## src/rtl/mem_bus_arbiter_pkg.sv

```systemverilog
// Shared types and constants for the core memory bus arbiter.
// Holds the FSM encoding, the starvation default and the pipeline stall/address-width constants.
package mem_bus_arbiter_pkg;

    typedef enum logic [2:0] {
        ARB_IDLE     = 3'd0,
        ARB_IFU_ADDR = 3'd1,
        ARB_IFU_DATA = 3'd2,
        ARB_LSU_ADDR = 3'd3,
        ARB_LSU_DATA = 3'd4,
        ARB_DRAIN    = 3'd5
    } arb_state_t;

    localparam int ARB_STARVE_MAX = 4;

    // Pipeline-control stall encoding and fetch address width, shared with the rest of the core.
    localparam logic STOP          = 1'b1;
    localparam logic NO_STOP       = 1'b0;
    localparam int   INST_ADDR_BUS = 32;

    function automatic int streak_width(input int max_count);
        return $clog2(max_count + 1);
    endfunction

endpackage

```

## src/rtl/mem_bus_arbiter_pick.sv

```systemverilog
// Winner select for the arbiter's IDLE cycle; purely combinational.
// LSU has priority unless the IFU has been starved; the IFU is never picked during a flush.
module mem_arb_pick #(
    parameter int STARVE_MAX = 4,
    parameter int STREAK_W   = 3
) (
    input  logic                ifu_req,
    input  logic                lsu_req,
    input  logic [STREAK_W-1:0] streak,
    input  logic                flush_i,
    output logic                grant_ifu,
    output logic                grant_lsu
);

    logic starved;

    assign starved   = (streak >= STREAK_W'(STARVE_MAX));
    assign grant_ifu = ifu_req & ~flush_i & (~lsu_req | starved);
    assign grant_lsu = lsu_req & ~grant_ifu;

endmodule

```

## src/rtl/mem_bus_arbiter.sv

```systemverilog
// Shares one memory bus between fetch and load/store, one outstanding transaction at a time.
// Latency: 3 cycles minimum request-to-rvalid; bus_req held until bus_gnt, requesters stall until rvalid.
module mem_bus_arbiter
    import mem_bus_arbiter_pkg::*;
#(
    parameter int ADDR_W     = INST_ADDR_BUS,
    parameter int DATA_W     = 64,
    parameter int STARVE_MAX = ARB_STARVE_MAX
) (
    input  logic                clk,
    input  logic                rst_n,
    input  logic                ifu_req,
    input  logic [ADDR_W-1:0]   ifu_addr,
    output logic                ifu_rvalid,
    output logic [DATA_W-1:0]   ifu_rdata,
    input  logic                lsu_req,
    input  logic                lsu_we,
    input  logic [ADDR_W-1:0]   lsu_addr,
    input  logic [DATA_W-1:0]   lsu_wdata,
    input  logic [DATA_W/8-1:0] lsu_wstrb,
    output logic                lsu_rvalid,
    output logic [DATA_W-1:0]   lsu_rdata,
    input  logic                flush_i,
    output logic                bus_req,
    output logic                bus_we,
    output logic [ADDR_W-1:0]   bus_addr,
    output logic [DATA_W-1:0]   bus_wdata,
    output logic [DATA_W/8-1:0] bus_wstrb,
    input  logic                bus_gnt,
    input  logic                bus_rvalid,
    input  logic [DATA_W-1:0]   bus_rdata,
    output logic                stallreq_ifu_o,
    output logic                stallreq_lsu_o
);

    localparam int STREAK_W = streak_width(STARVE_MAX);

    typedef struct packed {
        logic                req;
        logic                we;
        logic [ADDR_W-1:0]   addr;
        logic [DATA_W-1:0]   wdata;
        logic [DATA_W/8-1:0] wstrb;
    } bus_cmd_t;

    arb_state_t          state;
    bus_cmd_t            cmd;
    logic [STREAK_W-1:0] streak;
    logic                kill;
    logic                grant_ifu;
    logic                grant_lsu;

    mem_arb_pick #(
        .STARVE_MAX (STARVE_MAX),
        .STREAK_W   (STREAK_W)
    ) u_pick (
        .ifu_req   (ifu_req),
        .lsu_req   (lsu_req),
        .streak    (streak),
        .flush_i   (flush_i),
        .grant_ifu (grant_ifu),
        .grant_lsu (grant_lsu)
    );

    always_ff @(posedge clk) begin
        if (!rst_n) begin
            state  <= ARB_IDLE;
            cmd    <= '0;
            streak <= '0;
            kill   <= 1'b0;
        end else begin
            case (state)
                ARB_IDLE: begin
                    if (grant_ifu) begin
                        state <= ARB_IFU_ADDR;
                        cmd   <= '{req: 1'b1, we: 1'b0, addr: ifu_addr, wdata: '0, wstrb: '0};
                    end else if (grant_lsu) begin
                        state <= ARB_LSU_ADDR;
                        cmd   <= '{req: 1'b1, we: lsu_we, addr: lsu_addr,
                                   wdata: lsu_wdata, wstrb: lsu_wstrb};
                    end
                    // Streak counts only LSU wins that made a waiting fetch wait longer.
                    if (grant_ifu || !ifu_req)
                        streak <= '0;
                    else if (grant_lsu && streak != STREAK_W'(STARVE_MAX))
                        streak <= streak + 1'b1;
                end
                ARB_IFU_ADDR: begin
                    if (flush_i)
                        kill <= 1'b1;
                    if (bus_gnt) begin
                        cmd   <= '0;
                        state <= (kill || flush_i) ? ARB_DRAIN : ARB_IFU_DATA;
                    end
                end
                ARB_IFU_DATA: begin
                    if (bus_rvalid) begin
                        state <= ARB_IDLE;
                    end else if (flush_i) begin
                        state <= ARB_DRAIN;
                        kill  <= 1'b1;
                    end
                end
                ARB_LSU_ADDR: begin
                    if (bus_gnt) begin
                        cmd   <= '0;
                        state <= ARB_LSU_DATA;
                    end
                end
                ARB_LSU_DATA: begin
                    if (bus_rvalid)
                        state <= ARB_IDLE;
                end
                ARB_DRAIN: begin
                    if (bus_rvalid) begin
                        state <= ARB_IDLE;
                        kill  <= 1'b0;
                    end
                end
                default: begin
                    state <= ARB_IDLE;
                    cmd   <= '0;
                    kill  <= 1'b0;
                end
            endcase
        end
    end

    assign bus_req   = cmd.req;
    assign bus_we    = cmd.we;
    assign bus_addr  = cmd.addr;
    assign bus_wdata = cmd.wdata;
    assign bus_wstrb = cmd.wstrb;

    // Responses are forwarded in the cycle they arrive; a flushed fetch response is swallowed.
    assign ifu_rvalid = rst_n & (state == ARB_IFU_DATA) & bus_rvalid & ~flush_i;
    assign lsu_rvalid = rst_n & (state == ARB_LSU_DATA) & bus_rvalid;
    assign ifu_rdata  = ifu_rvalid ? bus_rdata : '0;
    assign lsu_rdata  = lsu_rvalid ? bus_rdata : '0;

    assign stallreq_ifu_o = (rst_n & ifu_req & ~ifu_rvalid) ? STOP : NO_STOP;
    assign stallreq_lsu_o = (rst_n & lsu_req & ~lsu_rvalid) ? STOP : NO_STOP;

`ifdef MEM_ARB_DEBUG
    always_ff @(posedge clk) begin
        if (rst_n)
            assert (!bus_rvalid || state == ARB_IFU_DATA || state == ARB_LSU_DATA ||
                    state == ARB_DRAIN)
                else $error("mem_bus_arbiter: bus_rvalid with no transaction outstanding");
    end
`endif

endmodule

```

## config.mk

```make
export PLATFORM = sky130hd
export DESIGN_NAME = mem_bus_arbiter
export DESIGN_NICKNAME = d
export VERILOG_FILES = /design/src/rtl/mem_bus_arbiter_pkg.sv /design/src/rtl/mem_bus_arbiter_pick.sv /design/src/rtl/mem_bus_arbiter.sv
export SDC_FILE = /design/constraint.sdc
export NUM_CORES = 1
export LEC_CHECK = 0
export BUFFER_PORTS_ARGS = -buffer_cell sky130_fd_sc_hd__buf_2
export CAP_MARGIN = 20
export CORE_AREA = 4 4 173 175
export DETAILED_ROUTE_END_ITERATION = 6
export DIE_AREA = 0 0 177 179
export PLACE_DENSITY_LB_ADDON = 0.15
export SLEW_MARGIN = 20
export SYNTH_ARGS = -nofsm -noshare
export SYNTH_HDL_FRONTEND = slang
export SYNTH_SLANG_ARGS = --single-unit
```

## constraint.sdc

```tcl
create_clock -name clk -period 1.72 [get_ports clk]
set_input_delay 0.086 -clock clk [delete_from_list [all_inputs] [get_ports clk]]
set_output_delay 0.086 -clock clk [all_outputs]
set_load 0.005 [all_outputs]
```

==> results of run 1 <==
-- stage by stage --
step / utilization [%] / total power [mW] / setup TNS (ns) / hold slack, ns / cells
2_1_floorplan: - / 5.27 / 0 / 0.219 / 496
3_3_place_gp: 27.1 / 6.92 / 0 / 0.302 / 1300
3_5_place_dp: 27.1 / 6.86 / 0 / 0.306 / 1300
4_1_cts: 35.1 / 11.0 / -6.76 / 0.000816 / 1478
5_1_grt: 36.5 / 11.7 / -13.74 / 0.0160 / 1488
6_report: 36.5 / 11.1 / -2.91 / 0.00288 / 1488
-- cells in the final DEF, fill, tap and decap left out, types with 3 or more instances in the layout --
| cell | n |
|---|---|
| nor2_1 | 11 |
| and2_4 | 40 |
| nand2_1 | 9 |
| and2_1 | 88 |
| a21oi_1 | 4 |
| buf_16 | 4 |
| clkbuf_16 | 22 |
| buf_6 | 35 |
| o21ai_0 | 3 |
| o2bb2ai_1 | 32 |
| mux2i_1 | 32 |
| a21o_1 | 4 |
| inv_1 | 4 |
| buf_2 | 410 |
| dfxtp_1 | 110 |
| bufinv_16 | 3 |
| a22o_1 | 73 |
| buf_12 | 7 |
| inv_6 | 4 |
| o21a_1 | 3 |
| clkinvlp_4 | 3 |
| buf_4 | 23 |
| clkinv_4 | 3 |
| dfxtp_4 | 3 |
| dlygate4sd3_1 | 135 |
-- cells in the mapped netlist --
cell         n
and2_1     128
dfxtp_1    113
a22o_1      73
mux2i_1     32
o2bb2ai_1   32
clkbuf_1    23
buf_2       15
nor2_1      12
nand2_1     10
a21oi_1      5
buf_4        5
a21o_1       4
inv_1        4
nand2b_1     3
nor3_1       3
o21a_1       3
o21ai_0      3
a21bo_2      2
ha_1         2
nor2b_1      2
o22ai_1      2
o32ai_1      2
a21boi_0     1
a21oi_4      1
a311oi_1     1
a32oi_1      1
a41oi_1      1
and4_1       1
buf_1        1
clkbuf_2     1
nand3_1      1
nand4_1      1
nor3_2       1
nor4bb_1     1
o211ai_2     1
o22ai_2      1
o311ai_0     1
o41ai_1      1
or3_1        1
or4b_1       1
-- metal layers --
metal	vias to the layer above	part of all wire [%]	global-route usage, %	routed length [um]
met5	-	0.099	0	24
met4	4	1.6	4.29	392
met3	30	9.3	4.89	2260
met2	303	52	25.7	12800
met1	2757	36	14.3	8870
li1	2971	-	-	-
-- path summary, 6_finish.rpt --
path,startpoint,to,slack (ns),cells past startpoint
setup / recovery,state[1]$_SDFFE_PN0P_,lsu_rdata[12],-0.06,6
hold / removal,lsu_addr[27],bus_addr[27]$_SDFFE_PN0P_,0.003,3
setup reg to reg,state[0]$_SDFFE_PN0P_,bus_wdata[29]$_SDFFE_PN0P_,0.10,7
hold reg to reg,bus_addr[22]$_SDFFE_PN0P_,bus_addr[22]$_SDFFE_PN0P_,0.46,1
-- worst max-delay path: cells and delay by family, from the launching register on --
family / cells / cell delay [ns]
and+or+nand+nor: 3 / 0.47
buffers and inverters: 3 / 0.46
DFF: 1 / 0.35
-- cell type report --
cell class | count | area (um2) | area share, %
Antenna cell | 1 | 2.50 | 0.0241
Clock buffer | 18 | 429 | 4.13
Clock inverter | 14 | 179 | 1.72
Inverter | 4 | 15.0 | 0.144
Multi-Input combinational cell | 334 | 2650 | 25.5
Sequential cell | 113 | 2270 | 21.9
Tap cell | 384 | 480 | 4.62
Timing Repair Buffer | 620 | 4360 | 42.0
-- kinds of logic after synthesis --
| group | count (synthesis) |
|---|---|
| AO/OA/AOI/OAI | 135 |
| adder cells (fa/ha/maj) | 2 |
| buffers and inverters | 49 |
| flip-flops | 113 |
| multiplexers | 32 |
| AND/OR/NAND/NOR | 165 |
-- state kept, by name (all words and copies together) (netlist names) --
signal	cells
bus_addr	32
bus_req	1
bus_wdata	64
bus_we	1
bus_wstrb	8
kill	1
state	3
streak	3
-- what timing repair did --
item                                    in CTS  in global routing
endpoints found under the hold margin      107                  0
resized for setup                           46                 54
pin swaps                                   16                 19
cloned                                       4                  5
endpoints found under the setup margin     132                136
setup buffers                                7                  4
hold buffers                               135                  0
-- power by group through the flow --
stage	clock [mW]	sequential [mW]	combinational, mW
finish	3.63	3.69	3.74
global route	3.85	3.78	4.08
CTS	3.75	3.68	3.59
detailed placement	0	3.70	3.16
global placement	0	3.75	3.18
floorplan	0	3.75	1.52
==> flow_metrics.env, run 1 <==
export IMPL_chipWidth_um=177
export IMPL_die_y_um=179
export IMPL_synth_adder_area_share_pct=0.503
export IMPL_fin_nets=1300
export IMPL_yosysUniqueCellTypes=40
export IMPL_fin_crit_sh_pct=104
export IMPL_critical_path_slowest_cell="dfxtp_4"
export IMPL_post_place_ws_ns=0.110
export IMPL_drv_cap=0
export IMPL_cts_sinks=113
export IMPL_grt_overflow_total=0
export IMPL_synth_top_family_by_area="compound AO/OA/AOI/OAI gates"
export IMPL_htree_levels=4
export IMPL_endpoint_kind="output port"
export IMPL_grtUsageTotal_pct=13.7
export IMPL_drive_above_1_share_pct=51.9
export IMPL_syn_instance_count=496
export IMPL_power_internal_mw=7.56
export IMPL_hpwl_um=16600
export IMPL_yosys_register_bits=113
export IMPL_leakagePower_nw=5.39
export IMPL_synth_area_leader_cell="dfxtp_1"
export IMPL_io_pin_count=446
export IMPL_nFillCells=2852
export IMPL_slowest_delay_ns=0.35
export IMPL_gp_congestion=0.709
export IMPL_critPathRequiredTime_ns=1.63
export IMPL_max_vdd_ir_drop_uv=583
export IMPL_synth_top_area_share_pct=45.5
export IMPL_seqPwrFrac_pct=33.4
export IMPL_root_buffer="clkbuf_16"
export IMPL_synthXorXnorAreaFrac_pct=0
export IMPL_synth_seq_area_share_pct=45.5
export IMPL_grt_max_degree=64
export IMPL_crit_chain="nand2b_4 > nor3_4 > buf_12 > clkbuf_16 > and2_1 > buf_2"
export IMPL_post_route_drc_count=0
export IMPL_synth_area_mux_share_pct=6.44
export IMPL_period_minus_slack_ns=1.78
export IMPL_setup_violations=107
export IMPL_wl_per_cell_um=16.3
export IMPL_first_pass_iters=4
export IMPL_std_cell_rows=62
export IMPL_rsz0062_at_grt="true"
export IMPL_slew_viol_final=0
export IMPL_clock_fmax_mhz=561
export IMPL_finClkSkew_ns=0.0125
export IMPL_max_slew_margin_pct=71.5
export IMPL_power_per_cell_area_mw_per_mm2=1060
export IMPL_io_buffers=445
export IMPL_outcome="finished with violations"
export IMPL_p_sw_mw=3.50
export IMPL_power_frac_clock_pct=32.8
export IMPL_die_area_mm2=0.0317
export IMPL_power_share_combinational_pct=33.8
export IMPL_clk_pin_slew_ns=0.05
export IMPL_syn_area_mm2=0.00497
export IMPL_cts_buffers_inserted=17
export IMPL_postRouteAntennaNets=0
export IMPL_initialDrtViolationCount=141
export IMPL_arrival_ns=1.70
export IMPL_area_growth_pct=109
export IMPL_core_area_mm2=0.0285
export IMPL_initial_utilization_pct=17.5
export IMPL_ys_warnings_count=0
export IMPL_clk_latency_ns=0.41
export IMPL_placed_cell_area_mm2=0.00772
export IMPL_worst_slew_pin_slew_ns=0.422
export IMPL_grt_pass1_wl_um=34100
export IMPL_synth_simple_area_share_pct=19.8
export IMPL_violations="negative setup slack"
export IMPL_cts_buffer_depth=2
export IMPL_synth_compound_area_share_pct=23.2
export IMPL_synth_area_leaders="dfxtp_1 (46%), and2_1 (16%), a22o_1 (13%), mux2i_1 (6.4%), o2bb2ai_1 (5.6%)"
export IMPL_routed_wl_um=24300
export IMPL_netSwitchingFraction_pct=31.6
export IMPL_crit_path_max_fanout=16
export IMPL_hold_viol=0
export IMPL_antenna_found_initial=3
export IMPL_avgSynthCellArea_um2=10.0
export IMPL_grt_pass1_vias=6147
export IMPL_viasPerCell=4.08
export IMPL_path_class="register to output port"
export IMPL_vias=6065
export IMPL_hp_class="primary input to register"
export IMPL_syn_nets=706
export IMPL_fin_area_mm2=0.0104
export IMPL_start_kind="register"
export IMPL_fin_ws_ns=-0.0613
export IMPL_cts_tree="yes"
No activity file was read; power rests on OpenSTA's default activity.
==> inputs of run 2 (changes only) <==
--- a/config.mk
+++ b/config.mk
@@ -10,6 +10,7 @@
 export CORE_AREA = 4 4 173 175
 export DETAILED_ROUTE_END_ITERATION = 6
 export DIE_AREA = 0 0 177 179
+export HOLD_SLACK_MARGIN = 0.12
 export PLACE_DENSITY_LB_ADDON = 0.15
 export SLEW_MARGIN = 20
 export SYNTH_ARGS = -nofsm -noshare
==> constraint.sdc (replaced) <==
create_clock -name clk -period 1.72 [get_ports clk]
set_input_delay 0.344 -clock clk [delete_from_list [all_inputs] [get_ports clk]]
set_output_delay 0.344 -clock clk [all_outputs]
set_load 0.005 [all_outputs]
==> flow_metrics.env, run 2 (synthesis results as in run 1) <==
export IMPL_outcome="finished with violations"
export IMPL_violations="negative setup slack"
export IMPL_core_area_mm2=0.0285
export IMPL_io_buffers=445
export IMPL_fin_util_pct=32.6
export IMPL_setup_violations=132
export IMPL_io_pin_count=446
export IMPL_first_pass_iters=4
export IMPL_viasPerCell=4.06
export IMPL_period_minus_slack_ns=2.01
export IMPL_regArea_mm2=0.00227
export IMPL_critPathRequiredTime_ns=1.38
export IMPL_grtUsageTotal_pct=13.1
export IMPL_post_place_ws_ns=-0.000892
export IMPL_r2r_cells=5
export IMPL_p_sw_mw=3.53
export IMPL_antenna_found_initial=1
export IMPL_final_cell_mix="buf_2 (426), dfxtp_1 (111), and2_1 (109)"
export IMPL_gp_congestion=0.714
export IMPL_area_growth_pct=86.7
export IMPL_initial_utilization_pct=17.5
export IMPL_placed_cell_area_mm2=0.00806
export IMPL_whs_ns=0.147
export IMPL_rsz0062_at_grt="true"
export IMPL_clk_pin_slew_ns=0.06
export IMPL_worst_slew_pin_slew_ns=0.472
export IMPL_nFillCells=2984
export IMPL_fin_crit_sh_pct=117
export IMPL_drive_above_1_share_pct=58.2
export IMPL_critical_path_slowest_cell="dfxtp_4"
export IMPL_vias=5633
export IMPL_slowest_delay_ns=0.37
export IMPL_chipWidth_um=177
export IMPL_power_frac_clock_pct=33.8
export IMPL_path_class="register to output port"
export IMPL_max_vdd_ir_drop_uv=613
export IMPL_endpoint_kind="output port"
export IMPL_routed_wl_um=23100
export IMPL_postRouteAntennaNets=0
export IMPL_die_area_mm2=0.0317
export IMPL_post_route_drc_count=0
export IMPL_cts_buffers_inserted=17
export IMPL_crit_path_max_fanout=7
export IMPL_htree_levels=4
export IMPL_finClkSkew_ns=0.0191
export IMPL_leakagePower_nw=5.00
export IMPL_start_kind="register"
export IMPL_fin_total_pwr_mw=11.2
export IMPL_ff2ff_setup_slack_ns=0.09
export IMPL_r2r_end="state[1]$_SDFFE_PN0P_"
export IMPL_largest_reg_flops=64
export IMPL_hpwl_um=17100
export IMPL_die_y_um=179
export IMPL_multi_input_area_mm2=0.00259
export IMPL_max_slew_margin_pct=68.1
export IMPL_netSwitchingFraction_pct=31.4
export IMPL_final_common_cell="buf_2"
export IMPL_fin_nets=1201
export IMPL_whs_path_depth=2
export IMPL_root_buffer="clkbuf_16"
export IMPL_fin_ws_ns=-0.291
export IMPL_power_internal_mw=7.72
export IMPL_clk_latency_ns=0.41
export IMPL_wl_per_cell_um=16.7
export IMPL_hold_viol=0
export IMPL_crit_chain="nor2b_4 > and4_4 > buf_12 > clkbuf_16 > and2_1 > buf_2"
export IMPL_fin_area_mm2=0.00928
export IMPL_cts_buffer_depth=2
export IMPL_min_to="bus_wdata[26]$_SDFFE_PN0P_"
export IMPL_drv_cap=0
export IMPL_initialDrtViolationCount=109
export IMPL_grt_max_degree=30
export IMPL_holdCritStartpoint="lsu_wdata[26]"
export IMPL_arrival_ns=1.67
export IMPL_clock_fmax_mhz=497
export IMPL_std_cell_rows=62
export IMPL_power_per_cell_area_mw_per_mm2=1210
export IMPL_slew_viol_final=0
export IMPL_cts_tree="yes"
export IMPL_grt_pass1_vias=5580
export IMPL_seqPwrFrac_pct=32.6
export IMPL_hp_class="primary input to register"
export IMPL_regToRegStartpoint="state[0]$_SDFFE_PN0P_"
export IMPL_cts_sinks=113
export IMPL_power_share_combinational_pct=33.6
export IMPL_grt_overflow_total=0
export IMPL_grt_pass1_wl_um=31800
export IMPL_startpoint="state[2]$_SDFFE_PN0P_"
==> run 2: cell types whose count changed in the layout (fill, tap and decap cells not counted), moves of 2 or more <==
cell	delta
and2_1	+21
and2_4	-21
buf_12	+8
buf_2	+16
buf_4	+21
buf_6	-9
clkbuf_16	-2
dfxtp_4	-2
dlygate4sd3_1	-134
==> run 2: timing repair <==
item                                    CTS  global route
gates resized for setup                  51            12
gates cloned                              6             4
endpoints found under the setup margin  132           147
buffers inserted                          9             3
endpoints found under the hold margin     1             0
hold buffers                              1             0
pin swaps                                18            11
==> run 2: metrics by stage <==
step | cells | setup TNS [ns]
floorplan | 496 | -0.768
global placement | 1334 | -0.00646
detailed placement | 1334 | -0.000892
CTS | 1380 | -39.28
global route | 1388 | -44.17
finish | 1388 | -31.93
==> run 2: worst max path at each step <==
stage	endpoint	slack, ns	cells after the start
floorplan	lsu_rdata[15]	-0.02	6
global placement	lsu_rdata[50]	-0.006	6
detailed placement	ifu_rdata[40]	-0.0009	6
CTS	lsu_rdata[40]	-0.33	7
global route	ifu_rdata[20]	-0.37	6
finish	ifu_rdata[38]	-0.29	6
==> run 2: cell type report <==
type	instances	share of cell area, %
Timing Repair Buffer	521	35.5
Antenna cell	1	0.0270
Inverter	4	0.162
Clock inverter	14	2.20
Clock buffer	17	4.58
Sequential cell	113	24.4
Multi-Input combinational cell	334	27.9
Tap cell	384	5.18
==> run 2: metal layers <==
layer | wire length (um) | global-route usage, % | up-vias
met1 | 8310 | 13.1 | 2542
li1 | - | - | 2775
met5 | 0 | 0 | -
met3 | 2210 | 4.60 | 25
met2 | 12100 | 25.3 | 291
met4 | 499 | 3.87 | 0
==> run 2: power groups by stage <==
stage,Sequential (mW),Combinational [mW],Clock (mW)
2_1_floorplan,3.75,1.52,0
3_3_place_gp,3.71,3.63,0
3_5_place_dp,3.68,3.60,0
4_1_cts,3.67,3.78,3.92
5_1_grt,3.75,4.14,4.04
6_report,3.66,3.78,3.81
==> run 2: critical path: cells and delay by family, from the launching register on <==
kind | cells | cell delay (ns)
buffers and inverters | 3 | 0.40
flip-flops | 1 | 0.37
AND/OR/NAND/NOR | 3 | 0.48
==> inputs of run 3 (changes only) <==
--- a/config.mk
+++ b/config.mk
@@ -5,11 +5,12 @@
 export SDC_FILE = /design/constraint.sdc
 export NUM_CORES = 1
 export LEC_CHECK = 0
+export ABC_AREA = 1
 export BUFFER_PORTS_ARGS = -buffer_cell sky130_fd_sc_hd__buf_2
 export CAP_MARGIN = 20
-export CORE_AREA = 4 4 173 175
+export CORE_AREA = 4 4 174 176
 export DETAILED_ROUTE_END_ITERATION = 6
-export DIE_AREA = 0 0 177 179
+export DIE_AREA = 0 0 178 180
 export HOLD_SLACK_MARGIN = 0.12
 export PLACE_DENSITY_LB_ADDON = 0.15
 export SLEW_MARGIN = 20
==> flow_metrics.env, run 3 <==
export IMPL_syn_nets=1240
export IMPL_drive_above_1_share_pct=43.7
export IMPL_slew_viol_final=0
export IMPL_endpoint_kind="output port"
export IMPL_outcome="finished with violations"
export IMPL_synth_compound_area_share_pct=11.1
export IMPL_power_per_cell_area_mw_per_mm2=1740
export IMPL_initialDrtViolationCount=450
export IMPL_ff2ff_setup_slack_ns=0.06
export IMPL_synth_area_mux_share_pct=0
export IMPL_final_cell_count_no_fill=1909
export IMPL_max_vdd_ir_drop_uv=875
export IMPL_final_common_cell="buf_2"
export IMPL_start_kind="register"
export IMPL_leakagePower_nw=6.07
export IMPL_grt_pass1_wl_um=43500
export IMPL_clk_pin_slew_ns=0.06
export IMPL_synth_seq_area_share_pct=36.5
export IMPL_setup_violations=132
export IMPL_hp_class="primary input to register"
export IMPL_critPathRequiredTime_ns=1.38
export IMPL_vias=8102
export IMPL_viasPerCell=4.24
export IMPL_first_pass_iters=5
export IMPL_core_area_mm2=0.0286
export IMPL_dp_cells=1845
export IMPL_yosys_register_bits=113
export IMPL_syn_area_mm2=0.00620
export IMPL_drv_cap=0
export IMPL_arrival_ns=1.66
export IMPL_die_y_um=180
export IMPL_yosysMostFrequentCell="nor2_1"
export IMPL_whs_path_depth=3
export IMPL_chipWidth_um=178
export IMPL_fin_area_mm2=0.0108
export IMPL_grt_overflow_total=0
export IMPL_htree_levels=4
export IMPL_whs_ns=0.164
export IMPL_holdCritStartpoint="lsu_wdata[0]"
export IMPL_async_flop_share_pct=0
export IMPL_synth_area_leader_cell="dfxtp_1"
export IMPL_synth_area_leaders="dfxtp_1 (36%), nor2_1 (16%), nand2_1 (13%), inv_1 (7.1%), a21oi_1 (6.4%)"
export IMPL_gp_congestion=0.905
export IMPL_synth_top_family_by_area="simple AND/OR/NAND/NOR gates"
export IMPL_min_to="bus_wdata[0]$_SDFFE_PN0P_"
export IMPL_largest_reg_flops=64
export IMPL_nFillCells=3139
export IMPL_grtUsageTotal_pct=17.4
export IMPL_area_growth_pct=74.3
export IMPL_finClkSkew_ns=0.00891
export IMPL_period_minus_slack_ns=2.00
export IMPL_synth_top_area_share_pct=36.5
export IMPL_cts_tree="yes"
export IMPL_post_place_ws_ns=-0.0926
export IMPL_ys_warnings_count=0
export IMPL_initial_utilization_pct=21.7
export IMPL_synthXorXnorAreaFrac_pct=0
export IMPL_cts_buffer_depth=2
export IMPL_max_slew_margin_pct=64.0
export IMPL_r2r_end="bus_addr[29]$_SDFFE_PN0P_"
export IMPL_hold_buffers=0
export IMPL_antenna_found_initial=4
export IMPL_fin_nets=1718
export IMPL_io_buffers=445
export IMPL_post_route_drc_count=0
export IMPL_hpwl_um=22200
export IMPL_violations="negative setup slack"
export IMPL_postRouteAntennaNets=0
export IMPL_placed_cell_area_mm2=0.00912
export IMPL_clock_fmax_mhz=499
export IMPL_yosys_most_used_dff="dfxtp_1"
export IMPL_path_class="register to output port"
export IMPL_regToRegStartpoint="state[0]$_SDFFE_PN0P_"
export IMPL_hold_viol=0
export IMPL_crit_path_max_fanout=17
export IMPL_synth_simple_area_share_pct=38.2
export IMPL_synth_edf_count=0
export IMPL_synth_adder_area_share_pct=0.404
export IMPL_worst_slew_pin_slew_ns=0.540
export IMPL_clk_latency_ns=0.42
export IMPL_cts_sinks=113
export IMPL_r2r_cells=11
export IMPL_syn_instance_count=1030
export IMPL_rsz0062_at_grt="true"
export IMPL_root_buffer="clkbuf_16"
export IMPL_grt_pass1_vias=7374
export IMPL_synthTopCellsByCount="nor2_1 (270), nand2_1 (215), inv_1 (117)"
export IMPL_std_cell_rows=62
export IMPL_cts_buffers_inserted=17
export IMPL_fin_total_pwr_mw=18.8
export IMPL_io_pin_count=446
export IMPL_avgSynthCellArea_um2=6.02
export IMPL_die_area_mm2=0.0320
export IMPL_fin_crit_sh_pct=117
export IMPL_grt_max_degree=47
export IMPL_yosysUniqueCellTypes=24
export IMPL_final_cell_mix="buf_2 (434), nand2_1 (209), nor2_1 (199)"
export IMPL_routed_wl_um=31600
export IMPL_fin_ws_ns=-0.285
export IMPL_wl_per_cell_um=16.5
[run 3: cell types whose count changed after synthesis, moves of 73 or more]
cell / delta
a22o_1: -73
nor2_1: +258
a21oi_1: +74
nand2_1: +205
and2_1: -128
inv_1: +113
[run 3: worst max-delay path by stage]
stage               slack (ns)  depth (start not counted)                  start            end
floorplan                 0.02                          7  state[0]$_SDFFE_PN0P_  ifu_rdata[10]
global route             -0.40                          8  state[1]$_SDFFE_PN0P_  lsu_rdata[52]
detailed placement       -0.09                          9                flush_i  ifu_rdata[31]
global placement         -0.10                          9                flush_i  ifu_rdata[31]
CTS                      -0.34                          7  state[0]$_SDFFE_PN0P_  ifu_rdata[31]
finish                   -0.28                          8  state[1]$_SDFFE_PN0P_  lsu_rdata[52]
[run 3: layout make-up]
| type | instances | area, um2 | share of cell area, % |
|---|---|---|---|
| antenna | 4 | 10.0 | 0.0926 |
| clock buffer | 18 | 439 | 4.06 |
| clock inverter | 14 | 131 | 1.22 |
| inverter | 134 | 518 | 4.79 |
| multi-input combinational | 712 | 3510 | 32.5 |
| sequential | 113 | 2270 | 21.0 |
| tap | 384 | 480 | 4.44 |
| timing repair buffer | 529 | 3440 | 31.8 |
| timing repair inverter | 1 | 11.3 | 0.104 |
[run 3: repair_timing]
item | CTS | global route
buffers inserted | 3 | 11
pin swaps | 2 | 11
gates cloned | 5 | 14
setup endpoints to repair | 131 | 218
gates resized for setup | 62 | 103
hold endpoints to repair | 0 | 0
[run 3: where the power goes]
group	internal, mW	switching [mW]
Clock	2.05	1.41
Combinational	5.14	6.24
Sequential	3.55	0.446
Total	10.7	8.10
[run 3: metal layers]
metal,up-vias,global-route usage (%),wire length [um]
li1,4113,-,-
met1,3680,24.0,14700
met2,272,26.6,14100
met3,37,4.58,2070
met4,0,5.04,652
met5,-,0,0
[run 3: through the flow]
| step | utilization, % | setup TNS [ns] |
|---|---|---|
| finish | 37.8 | -30.02 |
| global route | 37.8 | -41.34 |
| CTS | 35.1 | -36.21 |
| detailed placement | 31.9 | -4.37 |
| global placement | 31.9 | -2.67 |
| floorplan | - | 0 |
[run 3: cell families after synthesis]
group | count (synthesis)
AO/OA/AOI/OAI | 137
adder cells (fa/ha/maj) | 2
buffers and inverters | 205
flip-flops | 113
AND/OR/NAND/NOR | 573
[run 3: critical path: stages (launching register included)]
cell     delay, ns
dfxtp_2       0.34
inv_2         0.06
nand2_2       0.07
nor3_4        0.15
buf_6         0.15
inv_8         0.06
buf_12        0.16
nor2_1        0.12
buf_2         0.13
